### src/rtl/front_panel_enc_reader.sv
// Polls the front-panel rotary-encoder event register, strobes its read/clear line and turns events into a
// saturating volume and a mute toggle. Optional click acceleration is compiled in with ENC_READER_ACCEL_EN.
module front_panel_enc_reader #(
  parameter int VOL_WIDTH    = 8,
  parameter int VOL_MAX      = 255,
  parameter int VOL_DEFAULT  = 128,
  parameter int STEP         = 1,
  parameter int ACCEL_WINDOW = 4800,
  parameter int ACCEL_STEP   = 4
) (
  input  logic                 clk,
  input  logic                 reset,
  input  logic [7:0]           rotary_encoder_reg,
  output logic                 rotary_encoder_rd_stb,
  output logic [VOL_WIDTH-1:0] volume,
  output logic                 mute,
  output logic                 vol_change_stb,
  output logic                 mute_change_stb,
  output logic                 busy
);

  localparam int VW1 = VOL_WIDTH + 1;
  localparam logic [VOL_WIDTH:0]   VMAX_W = VW1'(VOL_MAX);
  localparam logic [VOL_WIDTH:0]   STEP_W = VW1'(STEP);
  localparam logic [VOL_WIDTH-1:0] VDEF_W = VOL_WIDTH'(VOL_DEFAULT);

  typedef enum logic [1:0] {IDLE, READ, GUARD, APPLY} state_t;

  state_t               state_q, state_d;
  logic                 rd_stb_q, rd_stb_d;
  logic                 click_q, click_d;
  logic                 cw_q, cw_d;
  logic                 sw_q, sw_d;
  logic                 sw_prev_q, sw_prev_d;
  logic [VOL_WIDTH-1:0] vol_q, vol_d;
  logic                 mute_q, mute_d;
  logic                 vol_stb_q, vol_stb_d;
  logic                 mute_stb_q, mute_stb_d;
  logic                 busy_q, busy_d;

  logic [VOL_WIDTH:0]   step_w;
  logic [VOL_WIDTH:0]   sum_w;
  logic [VOL_WIDTH:0]   diff_w;
  logic [VOL_WIDTH-1:0] vol_next;

  // Upper register bits carry no information.
  logic unused_hi;
  assign unused_hi = ^rotary_encoder_reg[7:4];

`ifdef ENC_READER_ACCEL_EN
  localparam int CW = VOL_WIDTH + 16;
  localparam logic [CW-1:0]        WIN_W   = CW'(ACCEL_WINDOW);
  localparam logic [VOL_WIDTH:0]   ACCEL_W = VW1'(ACCEL_STEP);

  logic [CW-1:0] cnt_q, cnt_d;
  logic          last_dir_q, last_dir_d;

  always_comb begin
    cnt_d      = cnt_q;
    last_dir_d = last_dir_q;
    if (state_q == GUARD && click_q) begin
      cnt_d      = '0;
      last_dir_d = cw_q;
    end else if (cnt_q < WIN_W) begin
      cnt_d = cnt_q + 1'b1;
    end
  end

  always_ff @(posedge clk or posedge reset) begin
    if (reset) begin
      cnt_q      <= WIN_W;
      last_dir_q <= 1'b0;
    end else begin
      cnt_q      <= cnt_d;
      last_dir_q <= last_dir_d;
    end
  end

  assign step_w = (cw_q == last_dir_q && cnt_q < WIN_W) ? ACCEL_W : STEP_W;
`else
  localparam int unused_accel = ACCEL_WINDOW + ACCEL_STEP;
  assign step_w = STEP_W;
`endif

  // Extra bit keeps the sum and difference from wrapping before saturation.
  assign sum_w  = {1'b0, vol_q} + step_w;
  assign diff_w = {1'b0, vol_q} - step_w;

  always_comb begin
    vol_next = vol_q;
    if (click_q) begin
      if (cw_q) vol_next = (sum_w > VMAX_W) ? VMAX_W[VOL_WIDTH-1:0] : sum_w[VOL_WIDTH-1:0];
      else      vol_next = diff_w[VOL_WIDTH] ? '0 : diff_w[VOL_WIDTH-1:0];
    end
  end

  // Results are registered on the GUARD->APPLY edge so they are visible during APPLY.
  always_comb begin
    state_d    = state_q;
    rd_stb_d   = 1'b0;
    click_d    = click_q;
    cw_d       = cw_q;
    sw_d       = sw_q;
    sw_prev_d  = sw_prev_q;
    vol_d      = vol_q;
    mute_d     = mute_q;
    vol_stb_d  = 1'b0;
    mute_stb_d = 1'b0;
    case (state_q)
      IDLE: begin
        if (rotary_encoder_reg[3]) begin
          state_d  = READ;
          rd_stb_d = 1'b1;
        end
      end
      READ: begin
        click_d = rotary_encoder_reg[0];
        cw_d    = rotary_encoder_reg[1];
        sw_d    = rotary_encoder_reg[2];
        state_d = GUARD;
      end
      GUARD: begin
        state_d   = APPLY;
        vol_d     = vol_next;
        vol_stb_d = (vol_next != vol_q);
        if (sw_q && !sw_prev_q) begin
          mute_d     = ~mute_q;
          mute_stb_d = 1'b1;
        end
        sw_prev_d = sw_q;
      end
      APPLY: state_d = IDLE;
      default: state_d = IDLE;
    endcase
    busy_d = (state_d != IDLE);
  end

  always_ff @(posedge clk or posedge reset) begin
    if (reset) begin
      state_q    <= IDLE;
      rd_stb_q   <= 1'b0;
      click_q    <= 1'b0;
      cw_q       <= 1'b0;
      sw_q       <= 1'b0;
      sw_prev_q  <= 1'b0;
      vol_q      <= VDEF_W;
      mute_q     <= 1'b0;
      vol_stb_q  <= 1'b0;
      mute_stb_q <= 1'b0;
      busy_q     <= 1'b0;
    end else begin
      state_q    <= state_d;
      rd_stb_q   <= rd_stb_d;
      click_q    <= click_d;
      cw_q       <= cw_d;
      sw_q       <= sw_d;
      sw_prev_q  <= sw_prev_d;
      vol_q      <= vol_d;
      mute_q     <= mute_d;
      vol_stb_q  <= vol_stb_d;
      mute_stb_q <= mute_stb_d;
      busy_q     <= busy_d;
    end
  end

  assign rotary_encoder_rd_stb = rd_stb_q;
  assign volume                = vol_q;
  assign mute                  = mute_q;
  assign vol_change_stb        = vol_stb_q;
  assign mute_change_stb       = mute_stb_q;
  assign busy                  = busy_q;

endmodule

### config.mk
export PLATFORM = sky130hd
export DESIGN_NAME = front_panel_enc_reader
export DESIGN_NICKNAME = d
export VERILOG_FILES = /design/src/rtl/front_panel_enc_reader.sv
export SDC_FILE = /design/constraint.sdc
export NUM_CORES = 1
export LEC_CHECK = 0
export CAP_MARGIN = 10
export CORE_ASPECT_RATIO = 1.25
export CORE_MARGIN = 4
export CORE_UTILIZATION = 50
export DETAILED_ROUTE_END_ITERATION = 7
export PLACE_DENSITY = 0.76
export SYNTH_ARGS = -nofsm -noshare
export SYNTH_HDL_FRONTEND = slang
export SYNTH_SLANG_ARGS = --single-unit
### constraint.sdc
create_clock -name clk -period 2.35 [get_ports clk]
set_input_delay 0.5875 -clock clk [delete_from_list [all_inputs] [get_ports clk]]
set_output_delay 0.5875 -clock clk [all_outputs]
set_load 0.02 [all_outputs]
After elaboration in Yosys (flattened, before gate mapping)
Index checks and enable logic that the tools add are counted.
Storage, ports and cells
  register bits: 19
  input port bits: 10
  word-level logic and storage cells: 35
Cells by class
  order comparisons: 1
  mux-type cells: 11
  equal/unequal tests: 4
  reduce and logical (&&, ||, !) cells: 5
  add/sub/neg operators: 2
  bitwise logic cells: 1
Operators with widths (count)
  8-bit 2-to-1 mux: 4
  8-bit by 1-bit adder with 9-bit output, second input constant: 1
  9-bit by 8-bit greater-than comparator with 1-bit output, second input constant: 1
  8-bit by 1-bit subtractor with 9-bit output, second input constant: 1
  8-bit != test: 1
  2-bit case mux with 4 select lines: 1
  1-bit 2-to-1 mux: 5
  2-bit equality test, second input constant: 2
  2-bit by 1-bit equality test with 1-bit output, second input constant: 1
  2-bit logical NOT: 1
  2-bit 2-to-1 mux: 1
  2-bit AND reduction: 1
  2-bit nonzero test: 1
  1-bit logical AND: 1
  1-bit logical NOT: 1
  1-bit inverter: 1

Logic depth before layout (Yosys ltp)
Gate-level depths: netlist of the first run.
  word-level depth: 7
  gate-level depth with buffers: 8
  mapped depth without buffers: 7

Worst setup path after synthesis of the first run
No wires, ideal clock.
  path kind: reg2reg
  start: register vol_q[1] (netlist: volume[1])
  end: register vol_stb_q (netlist: vol_change_stb)
  path slack: 0.527 ns
  data required time: 2.275 ns
  cell stages (with the launch flop): 8
  path buffers: 0
  arrival: 1.748 ns
  cells stage by stage: dfrtp_1 -> inv_1 -> ha_1 -> nor4b_4 -> and2_1 -> o21ai_0 -> a22o_1 -> a21oi_2
On the way
  longest elaborated chain between the ends: 7
  elaborated cells between the ends (all ways): 9
RTL lines
  start, declared: RTL line 35  | logic [VOL_WIDTH-1:0] vol_q, vol_d;
  start signal, assigned: RTL line 158  | vol_q <= vol_d;
  8-bit by 1-bit adder with 9-bit output: RTL line 86  | assign sum_w = {1'b0, vol_q} + step_w;
  9-bit by 8-bit greater-than comparator with 1-bit output: RTL line 92  | if (cw_q) vol_next = (sum_w > VMAX_W) ? VMAX_W[VOL_WIDTH-1:0] : sum_w[VOL_WIDTH-1:0];
  8-bit 2-to-1 mux (2 in series): RTL line 92
  8-bit 2-to-1 mux: RTL line 91  | if (click_q) begin
  8-bit != test *: RTL line 125  | vol_stb_d = (vol_next != vol_q);
  1-bit 2-to-1 mux *: RTL line 109  | case (state_q)
  via vol_stb_d: RTL line 37  | logic vol_stb_q, vol_stb_d;
  end signal, assigned: RTL line 160  | vol_stb_q <= vol_stb_d;
  end, declared: RTL line 37
The timed path passes the listed nets; every way through them passes the cells marked *.
A chain may end at the register's enable or synchronous reset.

Worst setup path in the final report of the first run
  start: register vol_q[2] (netlist: volume[2])
  end: output port volume[2]
RTL lines
  end, declared: RTL line 15  | output logic [VOL_WIDTH-1:0] volume,
No word-level cell between the ends.

==> results of run 1 <==
==> flip-flops by register name, indices dropped and copies added (netlist names) <==
| register | flops |
|---|---|
| volume | 8 |
| state_q | 2 |
| cw_q | 1 |
| vol_change_stb | 1 |
| click_q | 1 |
| mute | 1 |
| sw_prev_q | 1 |
| sw_q | 1 |
| rotary_encoder_rd_stb | 1 |
| busy | 1 |
| mute_change_stb | 1 |
==> power by group through the flow <==
stage	Clock [mW]	Sequential [mW]	Combinational, mW
finish	0.166	0.752	1.01
global route	0.187	0.788	1.12
CTS	0.171	0.746	1.01
detailed placement	0	0.754	1.01
global placement	0	0.746	0.975
floorplan	0	0.756	0.682
==> cells in the mapped netlist (2+ instances only) <==
cell type,n
dfrtp_1,18
o21ai_0,15
nor2_1,12
nand2_1,9
a21oi_1,6
inv_1,6
a31oi_1,5
ha_1,5
nand3_1,5
and2_1,4
mux2_2,4
nand4_1,3
a22oi_1,2
buf_2,2
buf_6,2
nor3_1,2
nor4b_4,2
o31ai_1,2
==> worst reg2reg max path: stages (launching register included) <==
cell     delay (ns)
dfrtp_1        0.52
inv_1          0.20
ha_1           0.22
nor4b_4        0.28
and2_1         0.25
o21ai_0        0.10
a22o_1         0.25
a21oi_2        0.13
==> per-layer routing <==
metal / vias to the layer above / wire (um)
met5: - / 0
met4: 0 / 32
met3: 4 / 160
met2: 36 / 1270
met1: 479 / 1020
li1: 486 / -
==> how the worst max path moves through the flow <==
| stage | depth (start not counted) | end |
|---|---|---|
| floorplan | 7 | vol_change_stb |
| global placement | 7 | vol_change_stb |
| detailed placement | 7 | vol_change_stb |
| CTS | 1 | volume[2] |
| global route | 1 | volume[2] |
| finish | 1 | volume[2] |
==> cell families (layout without fill, tap and decap cells) <==
logic type      count (synthesis)  after routing  synth area share, %
compound gates                 37             37                 19.4
buf+inv                        12             30                 5.66
flops                          19             19                 40.7
xor+xnor                        1              1                0.748
mux                             5              5                 4.70
simple gates                   45             45                 23.4
fa+ha+maj                       5              5                 5.34
==> final cells by class <==
| cell class | instances | area [um2] |
|---|---|---|
| clock buffer | 4 | 26.3 |
| fill | 201 | 823 |
| inverter | 6 | 22.5 |
| multi-input combinational | 93 | 628 |
| sequential | 19 | 477 |
| tap | 31 | 38.8 |
| timing repair buffer | 20 | 195 |
==> impl_metrics.yaml, run 1 <==
run_status:
  outcome: "finished clean"
detailed_routing:
  drcViolationCount: 0
  viasPerCell: 5.81
  first_iter_violations: 51
  drt-total-wl_um: 2480
  ant_nets: 0
  dr.pass1.iters: 4
  wire_per_inst_um: 14.3
  vias: 1005
floorplan:
  start_util_pct: 53.0
  rows: 19
  dieArea_um2: 3190
  die_w_um: 51.3
  io_pins: 23
  coreArea_um2: 2210
  die_h_um: 62.1
timing:
  worst_slack_ns: 0.198
  hold_slack_ns: 0.477
  tns_ns: 0
  skew_ns: 0.00181
  slew_violations: 0
  final_hold_viol_count: 0
  fin_crit_sh_pct: 91.6
  clock.fmax_mhz: 465
  grt_setup_unrepaired: "false"
  worstMarginPinSlew_ns: 0.615
  finalCriticalPeriod_ns: 2.15
  setup_viol: 0
  maxSlewHeadroom_pct: 59.0
layout:
  drive_above_1_share_pct: 12.7
  diodes: 0
  final_net_count: 158
  fin_area_um2: 1390
  final_cell_mix: "dfrtp_1 (18), clkdlybuf4s50_1 (18), o21ai_0 (15)"
  area_growth_pct: 18.5
  final_cells: 173
  final_core_utilization_pct: 62.8
setup_path:
  r2r_setup_slack_ns: 0.35
  critical_path.max_fanout: 10
  path_class: "flop to output port"
  cp_cell_sequence: "clkdlybuf4s50_1"
  cp-startpoint: "volume[2]"
  endpoint_kind: "output port"
  reg2reg_to: "vol_change_stb"
  cpMaxStageDelayCell: "clkdlybuf4s50_1"
  cp-start-kind: "flop"
  cp_data_required_time_ns: 1.76
  crit_family: "buffers and inverters"
  critPathMaxStageDelay_ns: 0.68
  cp_num_buf_inv: 1
  reg2reg_depth: 7
  arrival_ns: 1.56
  rr_startpoint: "volume[1]"
hold_path:
  hold_end: "mute"
  hp-start: "mute"
  whs_path_depth: 1
  hold_class: "flop to flop"
synth:
  syn_avg_cell_area_um2: 9.44
  synth_edf_count: 0
  synthFlopType: "dfrtp_1"
  synth_area_leaders: "dfrtp_1 (38%), o21ai_0 (6.4%), ha_1 (5.3%), nor4b_4 (4.1%), mux2_2 (3.8%)"
  syn-cell-area_um2: 1170
  synth_nets: 139
  synth.distinct_cells: 38
  yosys.area.top_type: "dfrtp_1"
  synth-seq-area-share_pct: 40.7
  yosys_warnings: 0
  synth-async-reset-ratio_pct: 100
  postSynthCellCount: 124
  yosys_register_bits: 19
  yosysTopAreaCellShare_pct: 38.5
pwr:
  combPwrFrac_pct: 52.4
  p_total_mw: 1.93
  power.share.clock_pct: 8.6
  p_int_mw: 1.03
  swShare_pct: 46.5
  pwr-share-seq_pct: 39.0
  switching_power_mw: 0.897
  powerDensity_nw_per_um2: 1390
  total_leakage_power_nw: 0.561
  irDropWorstVdd_mv: 1.03
clock_network:
  cts_resized: 0
  postCtsSetupBuffers: 0
  cts_buffers: 3
  cts.sinks: 19
  clk_latency_ns: 0.30
  clk_pin_slew_worst_paths_ns: 0.10
  cts_max_level: 1
  cts_buffer_depth: 2
  root_buffer: "clkbuf_4"
  cts_tree: "done"
  hold_buffers: 0
placement:
  place_area_um2: 1360
  portBuffers: 18
  dpl.hpwl_um: 1840
  place_ws_ns: 0.394
  finalWeightedCongestion: 0.959
  dp_cells: 169
grt:
  use_met1_pct: 20.7
  use_met2_pct: 28.9
  grt_overflow: 0
  grt_pass1_wl_um: 4300
  busiest_layer: "met2"
  grt_start_max_net_pins: 22
  use_met3_pct: 3.35
  grt_util_all_layers_pct: 17.2
  grt_pass1_vias: 966
  antenna_found_initial: 0
run:
  cap_violations: 0
Power figures use the tool's default switching activity.
==> run 2, diff against run 1 <==
--- a/config.mk
+++ b/config.mk
@@ -5,12 +5,13 @@
 export SDC_FILE = /design/constraint.sdc
 export NUM_CORES = 1
 export LEC_CHECK = 0
+export ABC_AREA = 0
 export CAP_MARGIN = 10
 export CORE_ASPECT_RATIO = 1.25
 export CORE_MARGIN = 4
-export CORE_UTILIZATION = 50
+export CORE_UTILIZATION = 42
 export DETAILED_ROUTE_END_ITERATION = 7
-export PLACE_DENSITY = 0.76
+export PLACE_DENSITY = 0.65
 export SYNTH_ARGS = -nofsm -noshare
 export SYNTH_HDL_FRONTEND = slang
 export SYNTH_SLANG_ARGS = --single-unit
==> run 2 against run 1 <==
Critical path depth stayed put; final cell count is 1.2% higher; critical endpoint is now volume[0]; clock-buffer cell count stayed put; total power is 1.4% lower; flip-flop and latch count stayed put; via count is 1.5% lower; core utilization is 11 points lower; wire length is 0.56% higher; clock power is 3% higher; cell area is 0.27% lower; setup slack better by 0.012 ns; largest cell class unchanged.
==> impl_metrics.yaml, run 2 (synthesized netlist as in run 1, its figures left out) <==
timing:
  hold_slack_ns: 0.480
  tns_ns: 0
  maxSlewHeadroom_pct: 59.6
  slew_violations: 0
  skew_ns: 0.00332
  final_hold_viol_count: 0
  grt_setup_unrepaired: "false"
  setup_viol: 0
  fin_crit_sh_pct: 91.1
  worstMarginPinSlew_ns: 0.606
  finalCriticalPeriod_ns: 2.14
  clock.fmax_mhz: 467
grt:
  grt_overflow: 0
  grt_pass1_wl_um: 4370
  grt_util_all_layers_pct: 15.1
  grt_pass1_vias: 988
  grt_start_max_net_pins: 22
  antenna_found_initial: 0
detailed_routing:
  viasPerCell: 5.66
  vias: 990
  drcViolationCount: 0
  dr.pass1.iters: 4
  drt-total-wl_um: 2500
  wire_per_inst_um: 14.3
  ant_nets: 0
  first_iter_violations: 23
setup_path:
  arrival_ns: 1.55
  cp-start-kind: "flop"
  cp_cell_sequence: "clkdlybuf4s50_1"
  path_class: "flop to output port"
  r2r_setup_slack_ns: 0.31
  cp_data_required_time_ns: 1.76
  cp_num_buf_inv: 1
  path_depth: 1
  critPathMaxStageDelay_ns: 0.68
  cp-startpoint: "volume[0]"
  reg2reg_depth: 7
  rr_startpoint: "volume[0]"
  crit_end: "volume[0]"
  cpMaxStageDelayCell: "clkdlybuf4s50_1"
  reg2reg_to: "vol_change_stb"
  endpoint_kind: "output port"
  crit_family: "buffers and inverters"
  critical_path.max_fanout: 10
clock_network:
  hold_buffers: 0
  cts_tree: "done"
  cts_max_level: 1
  clk_pin_slew_worst_paths_ns: 0.11
  root_buffer: "clkbuf_4"
  cts_buffers: 3
  clk_latency_ns: 0.30
  postCtsSetupBuffers: 0
  cts_resized: 0
  cts_buffer_depth: 2
  cts.sinks: 19
pwr:
  combPwrFrac_pct: 51.7
  p_int_mw: 1.02
  power.share.clock_pct: 9.0
  swShare_pct: 46.3
  powerDensity_nw_per_um2: 1370
  irDropWorstVdd_mv: 0.629
  p_total_mw: 1.90
  switching_power_mw: 0.881
  total_leakage_power_nw: 0.555
  pwr-share-seq_pct: 39.3
placement:
  dpl.hpwl_um: 1850
  portBuffers: 18
  finalWeightedCongestion: 0.869
run:
  cap_violations: 0
floorplan:
  coreArea_um2: 2680
  rows: 21
  die_w_um: 55.2
  start_util_pct: 43.7
  io_pins: 23
  dieArea_um2: 3700
  die_h_um: 67.0
layout:
  area_growth_pct: 18.2
  final_cell_mix: "dfrtp_1 (18), clkdlybuf4s50_1 (18), o21ai_0 (15)"
  final_net_count: 157
  largest_reg_flops: 8
  diodes: 0
  final_core_utilization_pct: 51.6
  drive_above_1_share_pct: 12.1
hold_path:
  hold_class: "flop to flop"
run_status:
  outcome: "finished clean"
run 2: layout make-up:
type,instances,area (um2)
Fill cell,258,1300
Multi-Input combinational cell,93,628
Sequential cell,19,477
Timing Repair Buffer,19,188
Tap cell,34,42.5
Clock buffer,4,26.3
Inverter,6,22.5
run 2: stage by stage:
stage | instances | instance area (um2) | setup slack (ns)
floorplan | 124 | 1170 | 0.527
global placement | 171 | 1360 | 0.383
detailed placement | 171 | 1360 | 0.349
CTS | 175 | 1380 | 0.190
global route | 175 | 1380 | 0.135
finish | 175 | 1380 | 0.210
run 2: routing by layer:
metal  GRT usage [%]  part of all wire (%)  vias to the layer above  wire length [um]
li1                -                     -                      481                 -
met1            16.1                    41                      477              1030
met2            28.4                    53                       28              1330
met3            2.91                   4.1                        4               103
met4            7.29                   1.4                        0                34
met5               0                     0                        -                 0
run 2: worst min-delay path by stage:
stage,from,end,cells past startpoint
after floorplan,sw_prev_q,sw_prev_q,1
after global placement,mute,mute,1
after detailed placement,mute,mute,1
after CTS,mute,mute,1
after global routing,mute,mute,1
final,mute,mute,1
run 2: power groups by stage:
| stage | Combinational (mW) | Sequential (mW) | Clock [mW] |
|---|---|---|---|
| global route | 1.10 | 0.778 | 0.195 |
| global placement | 0.973 | 0.744 | 0 |
| detailed placement | 0.990 | 0.758 | 0 |
| finish | 0.982 | 0.747 | 0.171 |
| floorplan | 0.682 | 0.756 | 0 |
| CTS | 0.993 | 0.747 | 0.181 |
==> run 3, diff against run 2 <==
--- a/config.mk
+++ b/config.mk
@@ -10,8 +10,10 @@
 export CORE_ASPECT_RATIO = 1.25
 export CORE_MARGIN = 4
 export CORE_UTILIZATION = 42
+export CTS_BUF_LIST = sky130_fd_sc_hd__clkbuf_4 sky130_fd_sc_hd__clkbuf_8
 export DETAILED_ROUTE_END_ITERATION = 7
 export PLACE_DENSITY = 0.65
+export SKIP_CTS_REPAIR_TIMING = 1
 export SYNTH_ARGS = -nofsm -noshare
 export SYNTH_HDL_FRONTEND = slang
 export SYNTH_SLANG_ARGS = --single-unit
==> run 3 against run 2 <==
Sequential power hardly changed; clock-buffer cell count unchanged; non-clock buffer count unchanged; via count is 0.71% lower; clock power grew 7%; die area is the same; total power increased by 0.53%; cell area rose by 0.27%; critical path depth did not move; largest cell class unchanged.
==> impl_metrics.yaml, run 3 (synthesized netlist as in run 1, its figures left out) <==
clock_network:
  cts.sinks: 19
  clk_latency_ns: 0.30
  cts_buffers: 3
  root_buffer: "clkbuf_4"
  clk_pin_slew_worst_paths_ns: 0.11
  cts_tree: "done"
  cts_max_level: 1
  cts_buffer_depth: 2
grt:
  grt_overflow: 0
  antenna_found_initial: 0
  grt_pass1_wl_um: 4370
  grt_start_max_net_pins: 22
  grt_util_all_layers_pct: 15.1
  grt_pass1_vias: 986
placement:
  place_ws_ns: 0.349
  finalWeightedCongestion: 0.869
  dpl.hpwl_um: 1850
  portBuffers: 18
detailed_routing:
  vias: 983
  ant_nets: 0
  dr.pass1.iters: 4
  m1WireLength_um: 1040
  routed.top_layer: "met4"
  wire_per_inst_um: 14.3
  drcViolationCount: 0
  met3_length_um: 94
  viasPerCell: 5.62
  route.met2.wl_um: 1330
  drt-total-wl_um: 2500
  first_iter_violations: 23
run_status:
  outcome: "finished clean"
layout:
  area_growth_pct: 18.5
  fill_cells: 258
  final_core_utilization_pct: 51.8
  final_net_count: 157
  drive_above_1_share_pct: 12.8
  multiInputGateArea_um2: 628
  regArea_um2: 477
  diodes: 0
  final_cell_mix: "dfrtp_1 (18), clkdlybuf4s50_1 (18), o21ai_0 (15)"
  largest_reg_flops: 8
setup_path:
  crit_family: "buffers and inverters"
  critPathMaxStageDelay_ns: 0.68
  reg2reg_depth: 7
  endpoint_kind: "output port"
  reg2reg_to: "vol_change_stb"
  cpMaxStageDelayCell: "clkdlybuf4s50_1"
  cp-start-kind: "flop"
  arrival_ns: 1.55
  cp_data_required_time_ns: 1.76
  path_depth: 1
  cp_cell_sequence: "clkdlybuf4s50_1"
  r2r_setup_slack_ns: 0.32
  critical_path.max_fanout: 10
  rr_startpoint: "volume[0]"
  cp_num_buf_inv: 1
  path_class: "flop to output port"
timing:
  clock.fmax_mhz: 467
  final_hold_viol_count: 0
  skew_ns: 0.00399
  worstMarginPinSlew_ns: 0.596
  maxSlewHeadroom_pct: 60.3
  fin_crit_sh_pct: 91.0
  setup_viol: 0
  grt_setup_unrepaired: "false"
  tns_ns: 0
  worst_slack_ns: 0.211
  slew_violations: 0
  finalCriticalPeriod_ns: 2.14
floorplan:
  start_util_pct: 43.7
  io_pins: 23
  rows: 21
  coreArea_um2: 2680
  dieArea_um2: 3700
  die_h_um: 67.0
  die_w_um: 55.2
pwr:
  powerDensity_nw_per_um2: 1380
  total_leakage_power_nw: 0.559
  p_total_mw: 1.91
  irDropWorstVdd_mv: 0.630
hold_path:
  hp-start: "mute"
  whs_path_depth: 1
  hold_end: "mute"
  hold_class: "flop to flop"
run:
  cap_violations: 0
-- run 3: per-stage QoR --
step	cell area, um2	cells	hold WS [ns]
5_1_grt	1390	175	0.505
6_report	1390	175	0.480
4_1_cts	1390	175	0.485
3_3_place_gp	1360	171	0.457
3_5_place_dp	1360	171	0.464
2_1_floorplan	1170	124	0.473
-- run 3: power breakdown --
part / switching, mW / internal [mW]
combinational: 0.514 / 0.468
clock: 0.106 / 0.0777
sequential: 0.260 / 0.485
-- run 3: layout make-up --
cell class	instances	share of cell area, %
multi-input combinational	93	45.3
inverter	6	1.62
timing repair buffer	19	13.5
clock buffer	4	2.16
tap	34	3.07
sequential	19	34.4
-- run 3: per-layer routing --
layer	track usage [%]	vias to the layer above
met2	28.4	21
met1	16.1	478
met3	2.91	4
met5	0	-
met4	7.29	0
li1	-	480
-- run 3: worst max-delay path by stage --
stage	startpoint	end	slack (ns)
final	volume[0]	volume[0]	0.21
after global routing	volume[0]	volume[0]	0.14
after CTS	volume[0]	volume[0]	0.19
after detailed placement	volume[1]	vol_change_stb	0.35
after global placement	volume[1]	vol_change_stb	0.38
after floorplan	volume[1]	vol_change_stb	0.53
